<file path="src/rtl/wb_bus_arbiter.sv">
// wb_bus_arbiter: two-master / one-slave Wishbone B3 round-robin arbiter.
// Optional watchdog abort: define WB_ARB_TIMEOUT_EN.
//
// Ports:
//   clock, reset        bus clock, async active-low reset
//   mN_cyc/stb/we/adr/dat_w/sel/cti/bte  master N request (N=0,1)
//   mN_ack/err/rty/dat_r                 master N response
//   s_cyc/stb/we/adr/dat_w/sel/cti/bte   slave request (muxed from owner)
//   s_ack/err/rty/dat_r                  slave response
//   grant               one-hot owner, 00 when idle
module wb_bus_arbiter #(
  parameter int ADDR_WIDTH     = 32,
  parameter int DATA_WIDTH     = 32,
  parameter int TIMEOUT_CYCLES = 255
) (
  input  logic                    clock,
  input  logic                    reset,

  input  logic                    m0_cyc,
  input  logic                    m0_stb,
  input  logic                    m0_we,
  input  logic [ADDR_WIDTH-1:0]   m0_adr,
  input  logic [DATA_WIDTH-1:0]   m0_dat_w,
  input  logic [DATA_WIDTH/8-1:0] m0_sel,
  input  logic [2:0]              m0_cti,
  input  logic [1:0]              m0_bte,
  output logic                    m0_ack,
  output logic                    m0_err,
  output logic                    m0_rty,
  output logic [DATA_WIDTH-1:0]   m0_dat_r,

  input  logic                    m1_cyc,
  input  logic                    m1_stb,
  input  logic                    m1_we,
  input  logic [ADDR_WIDTH-1:0]   m1_adr,
  input  logic [DATA_WIDTH-1:0]   m1_dat_w,
  input  logic [DATA_WIDTH/8-1:0] m1_sel,
  input  logic [2:0]              m1_cti,
  input  logic [1:0]              m1_bte,
  output logic                    m1_ack,
  output logic                    m1_err,
  output logic                    m1_rty,
  output logic [DATA_WIDTH-1:0]   m1_dat_r,

  output logic                    s_cyc,
  output logic                    s_stb,
  output logic                    s_we,
  output logic [ADDR_WIDTH-1:0]   s_adr,
  output logic [DATA_WIDTH-1:0]   s_dat_w,
  output logic [DATA_WIDTH/8-1:0] s_sel,
  output logic [2:0]              s_cti,
  output logic [1:0]              s_bte,
  input  logic                    s_ack,
  input  logic                    s_err,
  input  logic                    s_rty,
  input  logic [DATA_WIDTH-1:0]   s_dat_r,

  output logic [1:0]              grant
);

  if (TIMEOUT_CYCLES < 1 || TIMEOUT_CYCLES > 65535) begin : g_bad_tmo
    $error("wb_bus_arbiter: TIMEOUT_CYCLES out of range 1..65535");
  end

  typedef enum logic [1:0] {
    IDLE  = 2'd0,
    OWN0  = 2'd1,
    OWN1  = 2'd2
`ifdef WB_ARB_TIMEOUT_EN
    ,
    ABORT = 2'd3
`endif
  } state_e;

  state_e state_q, state_d;
  // 0 = m0 owned last, 1 = m1 owned last
  logic   last_q, last_d;

  logic sel0, sel1;
  logic term;
  logic tmo_hit;

  // owner is active only while it keeps cyc high
  assign sel0 = (state_q == OWN0) & m0_cyc;
  assign sel1 = (state_q == OWN1) & m1_cyc;
  assign term = s_ack | s_err | s_rty;

  assign m0_dat_r = s_dat_r;
  assign m1_dat_r = s_dat_r;

`ifdef WB_ARB_TIMEOUT_EN
  localparam logic [15:0] TMO = 16'(TIMEOUT_CYCLES);

  logic [15:0] cnt_q, cnt_d;
  logic        stb_act;

  assign stb_act = (sel0 & m0_stb) | (sel1 & m1_stb);
  assign tmo_hit = stb_act & ~term & (cnt_q == TMO);

  always_comb begin
    cnt_d = cnt_q + 16'd1;
    if (state_d != state_q || !stb_act || term)
      cnt_d = '0;
  end
`else
  assign tmo_hit = 1'b0;
`endif

  always_ff @(posedge clock or negedge reset) begin
    if (!reset) begin
      state_q <= IDLE;
      last_q  <= 1'b1;
`ifdef WB_ARB_TIMEOUT_EN
      cnt_q   <= '0;
`endif
    end else begin
      state_q <= state_d;
      last_q  <= last_d;
`ifdef WB_ARB_TIMEOUT_EN
      cnt_q   <= cnt_d;
`endif
    end
  end

  always_comb begin
    state_d = state_q;
    unique case (state_q)
      IDLE: begin
        unique case (1'b1)
          m0_cyc & m1_cyc: state_d = last_q ? OWN0 : OWN1;
          m0_cyc & ~m1_cyc: state_d = OWN0;
          ~m0_cyc & m1_cyc: state_d = OWN1;
          default: state_d = IDLE;
        endcase
      end
      OWN0: begin
        if (!m0_cyc)
          state_d = m1_cyc ? OWN1 : IDLE;
`ifdef WB_ARB_TIMEOUT_EN
        else if (tmo_hit)
          state_d = ABORT;
`endif
      end
      OWN1: begin
        if (!m1_cyc)
          state_d = m0_cyc ? OWN0 : IDLE;
`ifdef WB_ARB_TIMEOUT_EN
        else if (tmo_hit)
          state_d = ABORT;
`endif
      end
`ifdef WB_ARB_TIMEOUT_EN
      // last_q still names the aborted owner
      ABORT: begin
        if (last_q ? !m1_cyc : !m0_cyc) begin
          if (last_q)
            state_d = m0_cyc ? OWN0 : IDLE;
          else
            state_d = m1_cyc ? OWN1 : IDLE;
        end
      end
`endif
      default: state_d = IDLE;
    endcase
  end

  always_comb begin
    last_d = last_q;
    if (state_d == OWN0 && state_q != OWN0)
      last_d = 1'b0;
    else if (state_d == OWN1 && state_q != OWN1)
      last_d = 1'b1;
  end

  always_comb begin
    s_cyc   = 1'b0;
    s_stb   = 1'b0;
    s_we    = 1'b0;
    s_adr   = '0;
    s_dat_w = '0;
    s_sel   = '0;
    s_cti   = '0;
    s_bte   = '0;
    m0_ack  = 1'b0;
    m0_err  = 1'b0;
    m0_rty  = 1'b0;
    m1_ack  = 1'b0;
    m1_err  = 1'b0;
    m1_rty  = 1'b0;
    grant   = 2'b00;

    unique case (state_q)
      OWN0: grant = 2'b01;
      OWN1: grant = 2'b10;
`ifdef WB_ARB_TIMEOUT_EN
      ABORT: grant = last_q ? 2'b10 : 2'b01;
`endif
      default: grant = 2'b00;
    endcase

    if (sel0) begin
      s_cyc   = 1'b1;
      s_stb   = m0_stb;
      s_we    = m0_we;
      s_adr   = m0_adr;
      s_dat_w = m0_dat_w;
      s_sel   = m0_sel;
      s_cti   = m0_cti;
      s_bte   = m0_bte;
      m0_ack  = s_ack;
      m0_err  = s_err | tmo_hit;
      m0_rty  = s_rty;
    end else if (sel1) begin
      s_cyc   = 1'b1;
      s_stb   = m1_stb;
      s_we    = m1_we;
      s_adr   = m1_adr;
      s_dat_w = m1_dat_w;
      s_sel   = m1_sel;
      s_cti   = m1_cti;
      s_bte   = m1_bte;
      m1_ack  = s_ack;
      m1_err  = s_err | tmo_hit;
      m1_rty  = s_rty;
    end
  end

endmodule

</file>
<file path="config.mk">
export PLATFORM = sky130hd
export DESIGN_NAME = wb_bus_arbiter
export DESIGN_NICKNAME = d
export VERILOG_FILES = /design/src/rtl/wb_bus_arbiter.sv
export SDC_FILE = /design/constraint.sdc
export NUM_CORES = 1
export LEC_CHECK = 0
export ABC_CLOCK_PERIOD_IN_PS = 1800
export CAP_MARGIN = 10
export CORE_AREA = 2 2 130 132
export DETAILED_ROUTE_END_ITERATION = 7
export DIE_AREA = 0 0 132 134
export SLEW_MARGIN = 25
export SYNTH_ARGS = -nofsm -noshare
export SYNTH_HDL_FRONTEND = slang
export SYNTH_SLANG_ARGS = --single-unit
</file>
<file path="constraint.sdc">
create_clock -name clock -period 1.8 [get_ports clock]
set_input_delay 0.18 -clock clock [delete_from_list [all_inputs] [get_ports clock]]
set_output_delay 0.18 -clock clock [all_outputs]
set_load 0.005 [all_outputs]
</file>
[After elaboration in Yosys (flattened, before gate mapping)]
Index checks and enable logic that the tools add are counted.
Cells by class
  add/sub/neg operators: 0
  multipliers: 0
  div/mod/pow operators: 0
  magnitude comparators: 0
  eq/ne operators: 6
  shift operators: 0
  multiplexer cells: 35
  bitwise operators: 7
  reduce and logical (&&, ||, !) cells: 4
Operator list (count)
  $mux 32: 4
  $mux 1: 18
  $mux 2: 6
  $pmux 2 s3: 2
  $mux 4: 2
  $mux 3: 2
  $and 1x1->1: 5
  $eq 2x1->1 const B: 2
  $eq 2x2->1 const B: 2
  $pmux 2 s2: 1
  $logic_and 1x1->1: 2
  $logic_not 2->1: 1
  $ne 2x1->1 const B: 1
  $ne 2x2->1 const B: 1
  $not 1->1: 2
  $reduce_bool 2->1: 1
Word-level totals
  register bits after elaboration: 3
  latch bits: 0
  bits in writable memories: 0
  bits in read-only memories: 0
  bits of input ports: 189
  output and inout port bits: 148
  word-level logic and storage cells: 54
  memories: 0

[Longest topological paths before layout]
  word-level depth: 8
  mapped depth: 6
  depth with buffers taken out: 3

[Worst setup path after synthesis]
Ideal clock, no wire load.
  kind: register to output
  start: register state_q[0]
  end: output s_adr[14]
  arrival time: 1102 ps
  required time: 1620 ps
  path slack: 518 ps
  stages on the path, launching flop included: 7
  path buffers: 3
  cell sequence: dfrtp_1 nor2b_1 buf_2 buf_4 buf_6 nand3_1 o21ai_0
On the way
  cells in the longest elaborated chain, start to end: 4
  elaborated cells between the ends (all ways): 6
  those cells by class: eq/ne: 2; mux: 2; bitwise: 2
RTL lines
  start: declaration: line 75  | state_e state_q, state_d;
  start signal: assignment: line 117  | state_q <= state_d;
  $eq 2x2->1: line 85  | assign sel1 = (state_q == OWN1) & m1_cyc;
  $and 1x1->1: line 85
  $mux 32: line 213  | end else if (sel1) begin
  $mux 32 (*): line 201  | if (sel0) begin
  end: declaration: line 48  | output logic [ADDR_WIDTH-1:0] s_adr,
Every way passes the cells marked *; elsewhere a longest branch is shown, timed or not.

[Final worst setup path]
  start: register state_q[0]
  end: output s_adr[16]
Same word-level chain as after synthesis.

==> results_tabular.tex <==
\begin{tabular}{lr}
\hline
Metric & Value \\
\hline
\multicolumn{2}{l}{\textbf{Floorplan}} \\
\quad Die Span Y & 134 µm \\
\quad Full die area & 17700 µm² \\
\quad Initial Util & 11.9\% \\
\quad Die boundary width & 132 µm \\
\quad Core footprint & 16300 µm² \\
\quad Std-Cell Rows & 47 \\
\quad Number of top-level pins & 337 \\
\multicolumn{2}{l}{\textbf{Logic synthesis}} \\
\quad Area share of the leading cell type in the synthesized netlist & 26.0\% \\
\quad Number of storage elements in the synthesis netlist & 3 \\
\quad Cells taking the most area after synthesis & sky130\_fd\_sc\_hd\_\_buf\_4, sky130\_fd\_sc\_hd\_\_nand3\_1, sky130\_fd\_sc\_hd\_\_nand2\_1, sky130\_fd\_sc\_hd\_\_o21ai\_1, sky130\_fd\_sc\_hd\_\_o21ai\_0 \\
\quad Cell taking the most area after synthesis & sky130\_fd\_sc\_hd\_\_buf\_4 \\
\quad Synthesized-area fraction occupied by ao, oa, aoi and oai cells & 21.0\% \\
\quad Flip-flop cell with the highest count after synthesis & sky130\_fd\_sc\_hd\_\_dfrtp\_1 \\
\quad Synth async-reset ratio & 100\% \\
\quad Share of the synthesized netlist area taken by xor and xnor gates & 0\% \\
\quad Most instantiated library cell after synthesis & sky130\_fd\_sc\_hd\_\_nand2\_1 \\
\quad Portion of netlist area occupied by mux cells & 0\% \\
\quad Number of instances in the synthesized netlist & 348 \\
\quad Dominant combinational cell family by area after synthesis & simple AND/OR/NAND/NOR gates \\
\quad Cell area after synthesis & 1940 µm² \\
\quad EDFF count, synth & 0 \\
\quad Average cell area after synthesis & 5.56 µm² \\
\quad Netlist cell types & 21 \\
\quad Mapped Nets & 537 \\
\quad Post-synthesis simple-gate area fraction & 39.6\% \\
\quad Number of warnings issued by yosys & 0 \\
\quad Post-synthesis adder-cell area fraction & 0\% \\
\quad Share of the yosys chip area belonging to registers & 3.94\% \\
\quad Most frequent cells after synthesis & sky130\_fd\_sc\_hd\_\_nand2\_1, sky130\_fd\_sc\_hd\_\_nand3\_1, sky130\_fd\_sc\_hd\_\_buf\_4 \\
\multicolumn{2}{l}{\textbf{CTS}} \\
\quad Number of CTS-inserted buffers & 3 \\
\quad Number of hold buffers added after CTS & 0 \\
\quad CTS tree & done \\
\quad Maximum clock insertion buffer count & 2 \\
\quad Register clock-pin slew on the reported worst setup and hold paths & 30 ps \\
\quad H-tree level count & 1 \\
\quad Sinks on Clock Net & 3 \\
\quad Clk Latency, worst-skew pair & 220 ps \\
\quad Library cell used as clock root buffer & sky130\_fd\_sc\_hd\_\_clkbuf\_16 \\
\multicolumn{2}{l}{\textbf{Power and ir drop}} \\
\quad Final total power & 1.90 mW \\
\quad Sw Ratio & 36.2\% \\
\quad Switching Power & 687 µW \\
\quad Leakage component of the power & 1.85 nW \\
\quad Proportion of power drawn by flip-flops and latches & 5.9\% \\
\quad Clock group share of total power & 18.4\% \\
\quad Maximum vdd ir drop & 0.327 mV \\
\quad Combinational cell fraction of total power & 75.6\% \\
\quad Internal power consumption & 1.21 mW \\
\quad PD cells & 430 nW/µm² \\
\multicolumn{2}{l}{\textbf{Worst setup path}} \\
\quad Critical path class & reg2out \\
\quad Critical path fanouts, max & 5 \\
\quad Critical Path Sink Type & primary output \\
\quad Crit path launch type & flop \\
\quad Arrival @ worst endpoint & 1580 ps \\
\quad Req. time, crit path & 1620 ps \\
\multicolumn{2}{l}{\textbf{Timing}} \\
\quad Slew of the pin with the lowest slew margin & 331 ps \\
\quad Setup violation total in the final timing report & 0 \\
\quad Max Slew Vio Count & 0 \\
\quad Final setup margin & 40.8 ps \\
\quad Peak clock frequency supported by timing & 0.568 GHz \\
\quad Share of the clock period used by the worst path after layout & 97.7\% \\
\quad Total negative slack for setup checks & 0 ps \\
\quad Setup repair after global routing missed its margin & true \\
\quad Post-layout minimum cycle time & 1760 ps \\
\quad Setup skew after layout & 2.97 ps \\
\quad Slew margin rel. & 77.9\% \\
\quad Number of hold-slack violations in the final timing report & 0 \\
\multicolumn{2}{l}{\textbf{Place}} \\
\quad Post-placement worst setup slack & -298 ps \\
\quad Post-detailed-placement cell area & 4080 µm² \\
\quad Half-perimeter wire length after placement & 7.21 mm \\
\quad Number of buffers inserted by port buffering & 240 \\
\quad GPL Wtd Cong & 0.739 \\
\multicolumn{2}{l}{\textbf{Routing}} \\
\quad Number of design-rule violations left by the first detailed-router iteration & 145 \\
\quad Remaining design rule violation count & 0 \\
\quad Wire length reported by the detailed router & 11.8 mm \\
\quad Routed via count & 3044 \\
\quad Final antenna-violating net count & 0 \\
\quad Count of TritonRoute iterations in the first routing pass & 4 \\
\quad Average wire per standard cell & 15.7 µm \\
\quad Mean number of vias per cell & 4.05 \\
\multicolumn{2}{l}{\textbf{Layout}} \\
\quad Synthesis-to-finish area growth & 128\% \\
\quad Final instance area & 4420 µm² \\
\quad Fraction of final layout cells sized beyond drive strength 1 & 22.0\% \\
\quad Number of diodes added for antenna fixing & 0 \\
\quad Count of fill cells added during filler insertion & 1826 \\
\quad Final net count & 722 \\
\multicolumn{2}{l}{\textbf{Global route}} \\
\quad Antenna violations before repair & 0 \\
\quad Number of global-route vias before repair & 2985 \\
\quad Grt ovf & 0 \\
\quad First-pass GRT wire length & 16.5 mm \\
\quad Total Routing Usage GR & 11.6\% \\
\quad Pin count of the biggest net entering global routing & 83 \\
\multicolumn{2}{l}{\textbf{Min path}} \\
\quad Class of the tightest hold or removal check & in2async \\
\multicolumn{2}{l}{\textbf{Run}} \\
\quad Max-cap violations & 0 \\
\multicolumn{2}{l}{\textbf{Status}} \\
\quad Result of the run & finished clean \\
\hline
\end{tabular}
-- placed cells by master, fill, tap and decap left out, types with 2 or more instances in the layout --
master / n
sky130_fd_sc_hd__nand2_1: 76
sky130_fd_sc_hd__nand3_2: 3
sky130_fd_sc_hd__o22ai_1: 2
sky130_fd_sc_hd__buf_12: 8
sky130_fd_sc_hd__nor2b_1: 3
sky130_fd_sc_hd__clkdlybuf4s50_1: 156
sky130_fd_sc_hd__and2_1: 2
sky130_fd_sc_hd__and3_1: 6
sky130_fd_sc_hd__clkdlybuf4s15_2: 2
sky130_fd_sc_hd__o21ai_1: 53
sky130_fd_sc_hd__o21ai_2: 3
sky130_fd_sc_hd__buf_6: 6
sky130_fd_sc_hd__clkbuf_16: 8
sky130_fd_sc_hd__nand3_1: 72
sky130_fd_sc_hd__buf_8: 3
sky130_fd_sc_hd__buf_2: 36
sky130_fd_sc_hd__buf_16: 8
sky130_fd_sc_hd__dlymetal6s2s_1: 4
sky130_fd_sc_hd__nor2b_4: 2
sky130_fd_sc_hd__dlygate4sd2_1: 14
sky130_fd_sc_hd__clkdlybuf4s15_1: 2
sky130_fd_sc_hd__clkbuf_2: 26
sky130_fd_sc_hd__buf_4: 8
sky130_fd_sc_hd__o21ai_0: 18
-- what timing repair did --
item                                    CTS  global route
resized for setup                       220            67
gates cloned                              8             5
endpoints found under the setup margin   83            58
pin swaps                                 0             1
setup buffers                            16             2
-- layer usage --
metal	GRT usage [%]	vias to the layer above	routed length (µm)
met5	0	-	0
met3	3.21	32	988
met2	20.5	172	5820
li1	-	1489	-
met4	3.14	0	297
met1	13.7	1351	4700
-- layout make-up --
class	instances	area, µm²	area share [%]
Sequential cell	3	81.3	1.84
Clock buffer	4	78.8	1.78
Multi-Input combinational cell	247	1220	27.5
Tap cell	220	275	6.23
Timing Repair Buffer	278	2770	62.6
-- worst max-delay path: stages (launching register included) --
cell                        delay, ps
sky130_fd_sc_hd__dfrtp_2          430
sky130_fd_sc_hd__nor2b_4          140
sky130_fd_sc_hd__buf_6            120
sky130_fd_sc_hd__buf_8            120
sky130_fd_sc_hd__buf_6            100
sky130_fd_sc_hd__clkbuf_16        130
sky130_fd_sc_hd__nand3_1           70
sky130_fd_sc_hd__o21ai_0           90
sky130_fd_sc_hd__buf_2            140
-- registers in the layout, summed over array words and instances, names as in the netlist --
signal	cells
last_q	1
state_q	2
-- final timing paths --
| kind | startpoint | to | slack [ps] | cells after the start |
|---|---|---|---|---|
| worst min register to register | last_q | last_q | 550 | 1 |
| worst min-delay path | reset | state_q[1] | 140 | 1 |
| max in group asynchronous | reset | last_q | 1430 | 1 |
| worst max register to register | state_q[1] | state_q[1] | 470 | 4 |
| worst max-delay path | state_q[0] | s_adr[16] | 40 | 8 |
| min in group clock | s_dat_r[7] | m1_dat_r[7] | 360 | 0 |
-- power groups by stage --
| stage | Combinational [mW] | Clock (mW) | Sequential (mW) |
|---|---|---|---|
| after floorplan | 0.578 | 0 | 0.0969 |
| after global placement | 1.23 | 0 | 0.103 |
| after detailed placement | 1.23 | 0 | 0.103 |
| after CTS | 1.38 | 0.356 | 0.105 |
| after global routing | 1.55 | 0.362 | 0.116 |
| final | 1.44 | 0.350 | 0.112 |
-- per-stage QoR --
stage / instances / hold WS (ps) / utilization (%)
2_1_floorplan: 348 / -116 / -
3_3_place_gp: 719 / 360 / 25.1
3_5_place_dp: 719 / 360 / 25.1
4_1_cts: 747 / 147 / 27.0
5_1_grt: 752 / 146 / 27.1
6_report: 752 / 142 / 27.1
-- logic make-up (layout without fill, tap and decap cells) --
family                 Yosys count  in the layout
DFF                              3              3
and+or+nand+nor                168            168
buffers and inverters           98            282
AOI/OAI and AO/OA               79             79
(Power assumes the default switching activity.)
